**src/rtl/peripheral_timer.sv**
```systemverilog
// Bus-mapped peripheral: reload timer with sticky overflow interrupt, LED and
// 7-segment output registers, and a read-only switch port.
module peripheral_timer #(
  parameter logic [31:0] BASE_ADDR = 32'h4000_0000,
  parameter int          LED_W     = 8,
  parameter int          SW_W      = 8
) (
  input  logic             clk,
  input  logic             reset,
  input  logic             rd,
  input  logic             wr,
  input  logic [31:0]      addr,
  input  logic [31:0]      wdata,
  output logic [31:0]      rdata,
  output logic [LED_W-1:0] led,
  input  logic [SW_W-1:0]  switch,
  output logic [11:0]      digi,
  output logic             irqout
);

  localparam int NREG = 6;

  logic             hit;
  logic [2:0]       idx;
  logic [NREG-1:0]  wr_sel;

  logic [31:0]      th_reg, th_next;
  logic [31:0]      tl_reg, tl_next;
  logic [2:0]       tcon_reg, tcon_next;
  logic [LED_W-1:0] led_reg, led_next;
  logic [11:0]      digi_reg, digi_next;

  logic             ovf;
  logic             ovf_set;

  // 32-byte window; the two words past DIGI decode as unmapped.
  assign hit = (addr[31:5] == BASE_ADDR[31:5]);
  assign idx = addr[4:2];

  genvar gi;
  generate
    for (gi = 0; gi < NREG; gi++) begin : g_wsel
      assign wr_sel[gi] = wr & hit & (idx == 3'(gi));
    end
  endgenerate

  // A CPU write to TL suppresses the overflow event on that edge.
  assign ovf     = tcon_reg[0] & (&tl_reg) & ~wr_sel[1];
  assign ovf_set = ovf & tcon_reg[1];

  always_comb begin
    th_next   = th_reg;
    tl_next   = tl_reg;
    tcon_next = tcon_reg;
    led_next  = led_reg;
    digi_next = digi_reg;

    if (wr_sel[0]) th_next = wdata;

    if (wr_sel[1])        tl_next = wdata;
    else if (ovf)         tl_next = th_reg;
    else if (tcon_reg[0]) tl_next = tl_reg + 32'd1;

    // Status is OR-ed in so an overflow coinciding with a handler write is kept.
    if (wr_sel[2])    tcon_next = {wdata[2] | ovf_set, wdata[1:0]};
    else if (ovf_set) tcon_next[2] = 1'b1;

    if (wr_sel[3]) led_next  = wdata[LED_W-1:0];
    if (wr_sel[5]) digi_next = wdata[11:0];
  end

  always_ff @(posedge clk or negedge reset) begin
    if (!reset) begin
      th_reg   <= '0;
      tl_reg   <= '0;
      tcon_reg <= '0;
      led_reg  <= '0;
      digi_reg <= '0;
    end else begin
      th_reg   <= th_next;
      tl_reg   <= tl_next;
      tcon_reg <= tcon_next;
      led_reg  <= led_next;
      digi_reg <= digi_next;
    end
  end

  always_comb begin
    rdata = 32'h0;
    if (rd && hit) begin
      case (idx)
        3'd0:    rdata = th_reg;
        3'd1:    rdata = tl_reg;
        3'd2:    rdata = 32'(tcon_reg);
        3'd3:    rdata = 32'(led_reg);
        3'd4:    rdata = 32'(switch);
        3'd5:    rdata = 32'(digi_reg);
        default: rdata = 32'h0;
      endcase
    end
  end

  assign led    = led_reg;
  assign digi   = digi_reg;
  assign irqout = tcon_reg[1] & tcon_reg[2];

endmodule
```
**config.mk**
```make
export PLATFORM = sky130hd
export DESIGN_NAME = peripheral_timer
export DESIGN_NICKNAME = d
export VERILOG_FILES = /design/src/rtl/peripheral_timer.sv
export SDC_FILE = /design/constraint.sdc
export NUM_CORES = 1
export LEC_CHECK = 0
export BUFFER_PORTS_ARGS = -buffer_cell sky130_fd_sc_hd__buf_4
export CAP_MARGIN = 20
export CORE_UTILIZATION = 55
export CTS_CLUSTER_SIZE = 12
export DETAILED_ROUTE_END_ITERATION = 6
export GPL_ROUTABILITY_DRIVEN = 0
export PLACE_DENSITY_LB_ADDON = 0.3
export SLEW_MARGIN = 20
export SYNTH_ARGS = -nofsm -noshare
export SYNTH_HDL_FRONTEND = slang
export SYNTH_SLANG_ARGS = --single-unit
export TNS_END_PERCENT = 10
```
**constraint.sdc**
```tcl
create_clock -name clk -period 4.08 [get_ports clk]
set_input_delay 0.204 -clock clk [delete_from_list [all_inputs] [get_ports clk]]
set_output_delay 0.204 -clock clk [all_outputs]
set_load 0.01 [all_outputs]
```
=== After elaboration in Yosys (flattened, before gate mapping) ===
Cells that the tools add are included.

* Add/subtract/negate cells: 1
* Eq/ne operators: 6
* Multiplexer cells: 7
* Bitwise logic cells: 12
* Reductions and logical operators: 5

{| class="wikitable"
|+ Operators with widths
! cell !! count
|-
| case mux 32 bit (6 select lines) || 1
|-
| two-way mux 32 bit || 4
|-
| adder 32 x 1 -> 32 bit, second input constant || 1
|-
| AND reduction 32 bit || 1
|-
| == test 27 x 26 -> 1 bit, second input constant || 1
|-
| AND 1 bit || 10
|-
| == test 3 x 2 -> 1 bit, second input constant || 2
|-
| == test 3 bit, second input constant || 2
|-
| == test 3 x 1 -> 1 bit, second input constant || 1
|-
| zero test 3 bit || 1
|-
| nonzero test 3 bit || 1
|-
| two-way mux 1 bit || 2
|-
| nonzero test 2 bit || 1
|-
| logical AND 1 bit || 1
|-
| inverter 1 bit || 1
|-
| bitwise OR 1 bit || 1
|}

* Register bits after elaboration: 87
* Input port bits: 76
* Logic and storage cells: 37

=== Longest topological paths before layout ===
* Depth after elaboration: 8
* Depth in mapped cells: 8
* Depth with buffers taken out: 7

=== Worst setup path before layout ===
No wires, ideal clock.

* Path kind: input to register
* Start point: input port addr[6]
* End point: register digi_reg[10], in the netlist digi[10]
* Setup time: 127 ps
* Data arrival time: 1748 ps
* Path slack: 2205 ps
* Stages on the path: 6
* Cells stage by stage: nor4_1 nand4_1 nor4_4 and4b_1 buf_6 mux2_1

* Word-level cells in the longest chain between the ends: 3

{| class="wikitable"
|+ RTL lines
! element !! RTL line !! RTL
|-
| start: declaration || 12 || <nowiki>input logic [31:0] addr,</nowiki>
|-
| == test 27 x 26 -> 1 bit || 37 || <nowiki>assign hit = (addr[31:5] == BASE_ADDR[31:5]);</nowiki>
|-
| AND 1 bit (2 in series) || 43 || <nowiki>assign wr_sel[gi] = wr & hit & (idx == 3'(gi));</nowiki>
|-
| end signal: assignment || 84 || <nowiki>digi_reg <= digi_next;</nowiki>
|-
| end: declaration || 31 || <nowiki>logic [11:0] digi_reg, digi_next;</nowiki>
|}

No other way between the ends.
A chain may end at the register's enable or synchronous reset.

=== Worst setup path in the final report ===
* Start point: register tl_reg[0]
* End point: register tl_reg[30]

* Word-level cells in the longest chain between the ends: 5

{| class="wikitable"
|+ RTL lines
! element !! RTL line !! RTL
|-
| start: declaration || 28 || <nowiki>logic [31:0] tl_reg, tl_next;</nowiki>
|-
| start signal: assignment || 81 || <nowiki>tl_reg <= tl_next;</nowiki>
|-
| parallel branches: the longest is 5 deep, another holds adder 32 x 1 -> 32 bit || n/a ||
|}

Several ways; the timed one is not identified. The select of a mux whose other input is x is not followed.

==> flow_metrics.tcl <==
set metrics [dict create \
    setup_tns_ns 0 \
    synth_most_common_cell "dfrtp_1" \
    synth-edff-count 0 \
    ant_nets 0 \
    maxSlewHeadroom 0.2906 \
    ys_types 57 \
    yosysSeqAreaShare 0.4077 \
    vias_per_cell 6.198 \
    grt_first_pass_wirelength_mm 23.82 \
    ys.flop_type "dfrtp_1" \
    post-route-min-period_ns 2.721 \
    grt_max_degree 53 \
    cap_violations 0 \
    numPortBuffers 126 \
    grt-ovfl-total 0 \
    cts_buffer_depth 2 \
    status "finished clean" \
    die_area_um2 10110 \
    skew_ns 0.01214 \
    cp_max_fo 11 \
    syn-num-nets 612 \
    fmax_mhz 367.5 \
    cts_resized 0 \
    area_growth_pct 22.80 \
    synth_top_area_share 0.4077 \
    yosys_warnings 0 \
    numCtsBuffers 9 \
    hp-class "in -> reg" \
    grt_setup_unrepaired "no" \
    cts_root_buffer "clkbuf_8" \
    clock-sinks 87 \
    dpl.cell_count 757 \
    p_leak_nw 3.067 \
    worstSetupEndpointType "flop" \
    worst_slew_pin_slew_ns 1.064 \
    synth_common_cells "87 x dfrtp_1, 48 x nor2_1, 40 x nand2_1" \
    start_util 0.5725 \
    die_h_um 100.5 \
    wire_per_inst_um 18.86 \
    clk-insertion-delay-late_ns 0.36 \
    num-fill-cells 697 \
    finalMaxSlewViolations 0 \
    post-place-ws_ns 1.253 \
    synth_top_cell_by_area "dfrtp_1" \
    drtIter0Drc 288 \
    drt_wl_total_mm 14.60 \
    htreeDepth 3 \
    setup_ws_ns 1.359 \
    cts_tree "yes" \
    ys_seq_elements 87 \
    dp_hpwl_mm 10.06 \
    post_cts_buffers 0 \
    arrival_ns 2.97 \
    cts.clk_slew.worst_paths_ns 0.09 \
    via_count 4797 \
    path_class "reg -> reg" \
    die_w_um 100.5 \
    grtUsageTotal 0.3035 \
    worst_ep_required_time_ns 4.33 \
    hold_viol_final 0 \
    synth_area_per_cell_um2 9.982 \
    async_reset_ff_frac 1.000 \
    syn_area_um2 5340 \
    drc 0 \
    ir_drop_uv 189.6 \
    place_area_um2 6301 \
    finalCritPeriodShare 0.6669 \
    report.final.setup_viol 0 \
    cts_hold_buf 1 \
    fin_area_um2 6558 \
    synth.area.top_cells "dfrtp_1 41%, mux2_1 8.0%, mux2_2 5.7%" \
    fin_nets 717 \
    antennaDiodeCount 0 \
    fin_cells 774 \
    antenna_found_initial 0 \
    core-area_um2 9328 \
    worstSetupStartpointType "flop" \
    firstDrtPassIters 5 \
    p_per_area_nw_per_um2 264.0 \
    rows 35 \
    ios 129 \
    drive_gt1_frac 0.2977 \
    grt_pass1_vias 4765 \
    syn-instance-count 535 \
]
==> through the flow <==
step / utilization / total power, mW / hold slack [ns]
2_1_floorplan: - / 0.9150 / -0.09159
3_3_place_gp: 0.6755 / 1.003 / 0.2204
3_5_place_dp: 0.6755 / 1.006 / 0.2184
4_1_cts: 0.7030 / 1.737 / 0.04552
5_1_grt: 0.7030 / 1.784 / 0.05353
6_report: 0.7030 / 1.731 / 0.05082
==> worst max-delay path: stages, from the launching register on <==
cell,delay [ns]
dfrtp_1,0.49
ha_1,0.28
nand3_1,0.19
nor4_2,0.80
nand4_1,0.26
xor2_1,0.20
a31oi_1,0.10
mux2_2,0.29
==> final cells by class <==
cell class                      count  area, um2  area share
Clock buffer                       11      141.4     0.02156
Sequential cell                    87       2177      0.3320
Inverter                            5      18.77    0.002862
Clock inverter                      5      105.1     0.01603
Multi-Input combinational cell    401       2930      0.4469
Timing Repair Buffer              136       1023      0.1561
Tap cell                          129      161.4     0.02461
==> cell usage in the layout (no fill, tap or decap), drive strengths merged, types with 12 or more instances in the layout <==
master | netlist | routed
a21oi | 31 | 31
a22oi | 26 | 26
buf | 20 | 135
dfrtp | 87 | 87
mux2 | 65 | 65
mux2i | 12 | 12
nand2 | 40 | 40
nand3 | 20 | 20
nand4 | 16 | 16
nor2 | 48 | 48
nor3 | 13 | 13
o21ai | 13 | 13
==> report_power, final <==
group	total [mW]	internal [mW]	switching, mW
registers	0.861	0.861	0.0000361
clock network	0.742	0.424	0.318
logic	0.128	0.0641	0.0637
==> cells by family (layout without fill, tap and decap cells) <==
family	Yosys count	after routing	synth area share
compound gates	110	110	0.1359
xor+xnor	17	17	0.02788
fa+ha+maj	1	1	0.002343
buf+inv	47	157	0.04451
flops	87	87	0.4077
mux	83	83	0.1849
simple gates	190	190	0.1968
==> routing by layer <==
layer	GRT usage	part of all wire	vias up
met4	0.1271	0.020	0
li1	-	-	2211
met1	0.4101	0.42	2326
met2	0.4963	0.49	236
met3	0.03814	0.068	24
met5	0	0	-
==> final timing paths <==
path | startpoint | end | slack (ns) | cells after the start
setup / recovery | tl_reg[0]$_DFFE_PN0P_ | tl_reg[30]$_DFFE_PN0P_ | 1.36 | 7
hold / removal | wdata[18] | tl_reg[18]$_DFFE_PN0P_ | 0.05 | 2
setup reg to reg | tl_reg[0]$_DFFE_PN0P_ | tl_reg[30]$_DFFE_PN0P_ | 1.36 | 7
hold reg to reg | tcon_reg[2]$_DFFE_PN0P_ | tcon_reg[2]$_DFFE_PN0P_ | 0.52 | 2
max in group asynchronous | reset | th_reg[30]$_DFFE_PN0P_ | 2.70 | 3
min in group asynchronous | reset | th_reg[18]$_DFFE_PN0P_ | 0.36 | 2
Power figures use the tool's default switching activity.
